[config.mk]
export PLATFORM = sky130hd
export DESIGN_NAME = spi_slave_rx
export DESIGN_NICKNAME = d
export VERILOG_FILES = /design/src/rtl/spi_slave_rx.sv
export SDC_FILE = /design/constraint.sdc
export NUM_CORES = 1
export LEC_CHECK = 0
export CAP_MARGIN = 20
export CORE_UTILIZATION = 50
export CTS_CLUSTER_DIAMETER = 80
export DETAILED_ROUTE_END_ITERATION = 16
export PLACE_DENSITY = 0.74
export REMOVE_ABC_BUFFERS = 1
export SYNTH_ARGS = -nofsm -noshare
export SYNTH_HDL_FRONTEND = slang
export SYNTH_SLANG_ARGS = --single-unit
[constraint.sdc]
create_clock -name clk -period 2.25 [get_ports clk]
set_input_delay 0.45 -clock clk [delete_from_list [all_inputs] [get_ports clk]]
set_output_delay 0.45 -clock clk [all_outputs]
set_load 0.05 [all_outputs]
[src/rtl/spi_slave_rx.sv]
// SPI mode-0 receiver: oversamples sclk/cs_n/mosi on clk, assembles a 1-8 byte
// frame per chip-select window and shifts a preloaded response word out on miso.
module spi_slave_rx #(
   parameter int MAX_BITS = 64
) (
   input  logic        clk,
   input  logic        rst_n,
   input  logic        spi_sclk,
   input  logic        spi_cs_n,
   input  logic        spi_mosi,
   output logic        spi_miso,
   input  logic [63:0] tx_data,
   output logic [63:0] rx_data,
   output logic [3:0]  rx_bytes,
   output logic        rx_valid,
   output logic        rx_partial,
   output logic        rx_overflow,
   output logic        busy,
   output logic [1:0]  fsm_state
);

   typedef enum logic [1:0] {
      IDLE   = 2'd0,
      ACTIVE = 2'd1,
      DONE   = 2'd2
   } state_t;

   state_t      state;
   // [0] and [1] form the synchroniser, [2] is the edge-detect history
   logic [2:0]  sclk_q;
   logic [2:0]  cs_q;
   logic [1:0]  mosi_q;
   logic        sync_live;
   logic        cs_armed;
   logic [6:0]  bit_cnt;
   logic [63:0] rx_shift;
   logic [63:0] tx_shift;
   logic        ovf_flag;

   logic sclk_rise, sclk_fall, cs_fall, cs_rise, mosi_bit;

   always_ff @(posedge clk or negedge rst_n) begin
      if (!rst_n) begin
         sclk_q    <= 3'b000;
         cs_q      <= 3'b111;
         mosi_q    <= 2'b00;
         sync_live <= 1'b0;
         cs_armed  <= 1'b0;
      end else begin
         sclk_q    <= {sclk_q[1:0], spi_sclk};
         cs_q      <= {cs_q[1:0], spi_cs_n};
         mosi_q    <= {mosi_q[0], spi_mosi};
         sync_live <= 1'b1;
         // A frame may only start after cs_n has really been seen high since reset
         if (sync_live && cs_q[0])
            cs_armed <= 1'b1;
      end
   end

   assign sclk_rise = sclk_q[1] & ~sclk_q[2];
   assign sclk_fall = ~sclk_q[1] & sclk_q[2];
   assign cs_fall   = cs_armed & ~cs_q[1] & cs_q[2];
   assign cs_rise   = cs_q[1] & ~cs_q[2];
   assign mosi_bit  = mosi_q[1];

   always_ff @(posedge clk or negedge rst_n) begin
      if (!rst_n) begin
         state       <= IDLE;
         bit_cnt     <= 7'd0;
         rx_shift    <= 64'd0;
         tx_shift    <= 64'd0;
         ovf_flag    <= 1'b0;
         rx_data     <= 64'd0;
         rx_bytes    <= 4'd0;
         rx_valid    <= 1'b0;
         rx_partial  <= 1'b0;
         rx_overflow <= 1'b0;
      end else begin
         rx_valid <= 1'b0;
         case (state)
            IDLE: begin
               if (cs_fall) begin
                  state    <= ACTIVE;
                  bit_cnt  <= 7'd0;
                  rx_shift <= 64'd0;
                  tx_shift <= tx_data;
                  ovf_flag <= 1'b0;
               end
            end
            ACTIVE: begin
               if (sclk_rise) begin
                  if (bit_cnt < 7'(MAX_BITS)) begin
                     rx_shift <= {rx_shift[62:0], mosi_bit};
                     bit_cnt  <= bit_cnt + 7'd1;
                  end else begin
                     ovf_flag <= 1'b1;
                  end
               end
               if (sclk_fall)
                  tx_shift <= {tx_shift[62:0], 1'b0};
               if (cs_rise)
                  state <= DONE;
            end
            DONE: begin
               state <= IDLE;
               if (bit_cnt != 7'd0) begin
                  rx_data     <= rx_shift >> bit_cnt[2:0];
                  rx_bytes    <= bit_cnt[6:3];
                  rx_partial  <= (bit_cnt[2:0] != 3'd0);
                  rx_overflow <= ovf_flag;
                  rx_valid    <= 1'b1;
               end
            end
            default: state <= IDLE;
         endcase
      end
   end

   assign busy      = (state == ACTIVE);
   assign spi_miso  = (state == ACTIVE) & tx_shift[63];
   assign fsm_state = state;

endmodule

==> flow_summary.yaml <==
run_status:
  status: "finished clean"
sta:
  slew_viol_final: 0
  relSlewSlack: 0.383
  period_needed_ps: 2180
  final.setup_skew_ps: 14.1
  grt_setup_unrepaired: "no"
  tightest_slew_ps: 924
  min_period_over_period: 0.971
  setup_viol: 0
  tns_ps: 0
  fmax_mhz: 458
  hold_ws_ps: 349
  finalHoldViolCount: 0
setup_path:
  worstSetupPathType: "reg -> out"
  ff2ff_path_depth: 5
  critPathLaunchType: "flop"
  rrSetupSlack_ps: 190
  critPathCaptureType: "output port"
  required_ps: 1800
  timing.rr.start: "sclk_q[1]"
  r2r_end: "bit_cnt[3]"
  cp_max_fo: 9
  arrival_ps: 1730
finish:
  drive_above_1_share: 0.134
  multiInputGateArea_um2: 4470
  fill_cells: 1655
  fin_nets: 1144
  insertedDiodeCount: 0
  layoutNonFillerInstCount: 1357
  synthToLayoutAreaGrowth_pct: 23.8
  seqCellArea_um2: 5490
grt:
  grt_most_used_layer: "met2"
  grt_pass1_wl_um: 38100
  gr-usage-all-layers: 0.215
  grt_pass1_vias: 7610
  gr-usage-met1: 0.323
  globalRouteMet3Util: 0.0276
  globalRouteMet2Util: 0.333
  grt_max_degree: 128
  antenna_found_initial: 0
  gr-total-overflow: 0
clocking:
  clock_path_buffers: 3
  insertion_delay_ps: 500
  h-tree-depth: 1
  cts.sinks: 219
  clk_pin_slew_ps: 70
  cts_root_buf: "clkbuf_16"
  numCtsBuffers: 23
  cts_tree: "yes"
  postCtsSetupBuffers: 0
drt:
  wl_per_cell_um: 16.9
  vias_per_cell: 5.82
  drt-initial-drc-count: 337
  ant_nets: 0
  remaining_drc_errors: 0
  via_count: 7901
  drt-total-wl_um: 22900
  first_pass_iters: 7
pwr:
  p_leak_uw: 0.00558
  ir_drop_v: 0.00107
  powerDensity_nw_per_um2: 1290
  p_total_uw: 16600
floorplanning:
  die_w_um: 146
  die_h_um: 146
  start_util: 0.512
  die_area_um2: 21300
  num_rows: 52
  ios: 144
  core_um2: 20200
place:
  io_buffers: 143
  dp_hpwl_um: 14800
  placed_cells: 1317
  gp_congestion: 0.795
min_path:
  holdPathEnd: "mosi_q[1]"
  hold_depth: 0
  hp-class: "reg -> reg"
  hold_start: "mosi_q[0]"
synthesis:
  synth_seq_area_share: 0.530
  synth_top_area_share: 0.522
  ys_ff_latch: 219
  async_flop_share: 1.00
  synth_area_leader_cell: "dfrtp_1"
  synth_cells: 959
  yosysMostFrequentCell: "dfrtp_1"
  yosys_warnings: 0
  synth_commonest_cells: "dfrtp_1 (216), o22ai_1 (111), nand2_1 (95), o21ai_0 (95), a22o_1 (67)"
  synth_flop_cell: "dfrtp_1"
  avgSynthCellArea_um2: 10.8
  synthesis.area_um2: 10300
  synth_edf_count: 0
  synthDistinctLibCells: 44
  synthTopCellsByArea: "dfrtp_1 (52%), mux2_2 (6.7%), o22ai_1 (6.7%)"
flow_run:
  cap_violations: 0
==> power by group <==
part           internal, uW  switching (uW)  leakage (uW)
combinational          2720            4500       0.00240
clock                  2150            1460      0.000356
sequential             5110             643       0.00283
==> critical path: stages, from the launching register on <==
cell      delay (ps)
dfrtp_1          370
nand2b_1         170
buf_4            190
clkinv_4         130
and2_1           180
buf_4            180
==> through the flow <==
stage / util / setup WS (ps) / area, um2
2_1_floorplan: - / -6070 / 9950
3_5_place_dp: 0.597 / 179 / 12100
5_1_grt: 0.633 / 5.35 / 12800
3_3_place_gp: 0.597 / 259 / 12100
4_1_cts: 0.633 / 49.8 / 12800
6_report: 0.633 / 65.7 / 12800
==> kinds of logic after synthesis <==
group	synth area share
and+or+nand+nor	0.0561
DFF	0.530
buffers and inverters	0.0404
other	0.000362
muxes	0.130
AOI/OAI and AO/OA	0.241
adders and majority gates	0.00242
==> routing by layer <==
layer  wire length [um]  up-vias
met5                  0        -
met4                319        0
met3               1200       25
met2              10000      206
met1              11400     3876
li1                   -     3794
==> worst max path at each step <==
| stage | start | end | slack [ps] |
|---|---|---|---|
| floorplan | fsm_state[0] | bit_cnt[1] | -6070 |
| global route | fsm_state[1] | spi_miso | 5 |
| finish | fsm_state[1] | spi_miso | 70 |
| CTS | fsm_state[1] | spi_miso | 50 |
| global placement | cs_q[1] | rx_shift[32] | 260 |
| detailed placement | sclk_q[1] | bit_cnt[3] | 180 |
==> final cells by class <==
cell class | count | share of cell area
clock buffers | 34 | 0.0521
flip-flops and latches | 219 | 0.428
clock inverters | 5 | 0.00391
repair buffers | 177 | 0.139
multi-input cells | 647 | 0.349
inverters | 5 | 0.00195
well taps | 270 | 0.0264
==> registers in the layout, indices dropped and copies added (netlist names) <==
name,count
rx_valid,1
fsm_state,2
sync_live,1
bit_cnt,7
cs_armed,1
ovf_flag,1
mosi_q,2
rx_data,64
rx_partial,1
cs_q,3
rx_shift,64
rx_bytes,4
tx_shift,64
sclk_q,3
rx_overflow,1
==> cells in the final DEF, fill, tap and decap left out, types with 4 or more instances in the layout <==
cell type and count:
nand2_1 95, a21oi_1 7, clkbuf_1 6, mux2_2 62, mux2i_1 65, clkbuf_16 23
a22o_1 67, nor2_1 14, o22ai_1 111, o21a_1 56, nor2b_1 4, buf_12 7
o21ai_0 95, o21ai_1 29, clkdlybuf4s50_1 140, dfrtp_1 215, clkbuf_8 5, nand3_1 6
clkinv_2 5, nand2b_1 4, buf_4 28
==> repair_timing <==
item | CTS | global route
endpoints found under the setup margin | 1 | 0
hold buffers | 1 | 0
endpoints found under the hold margin | 31 | 0
gates resized for setup | 1 | 0
(Power assumes the default switching activity.)
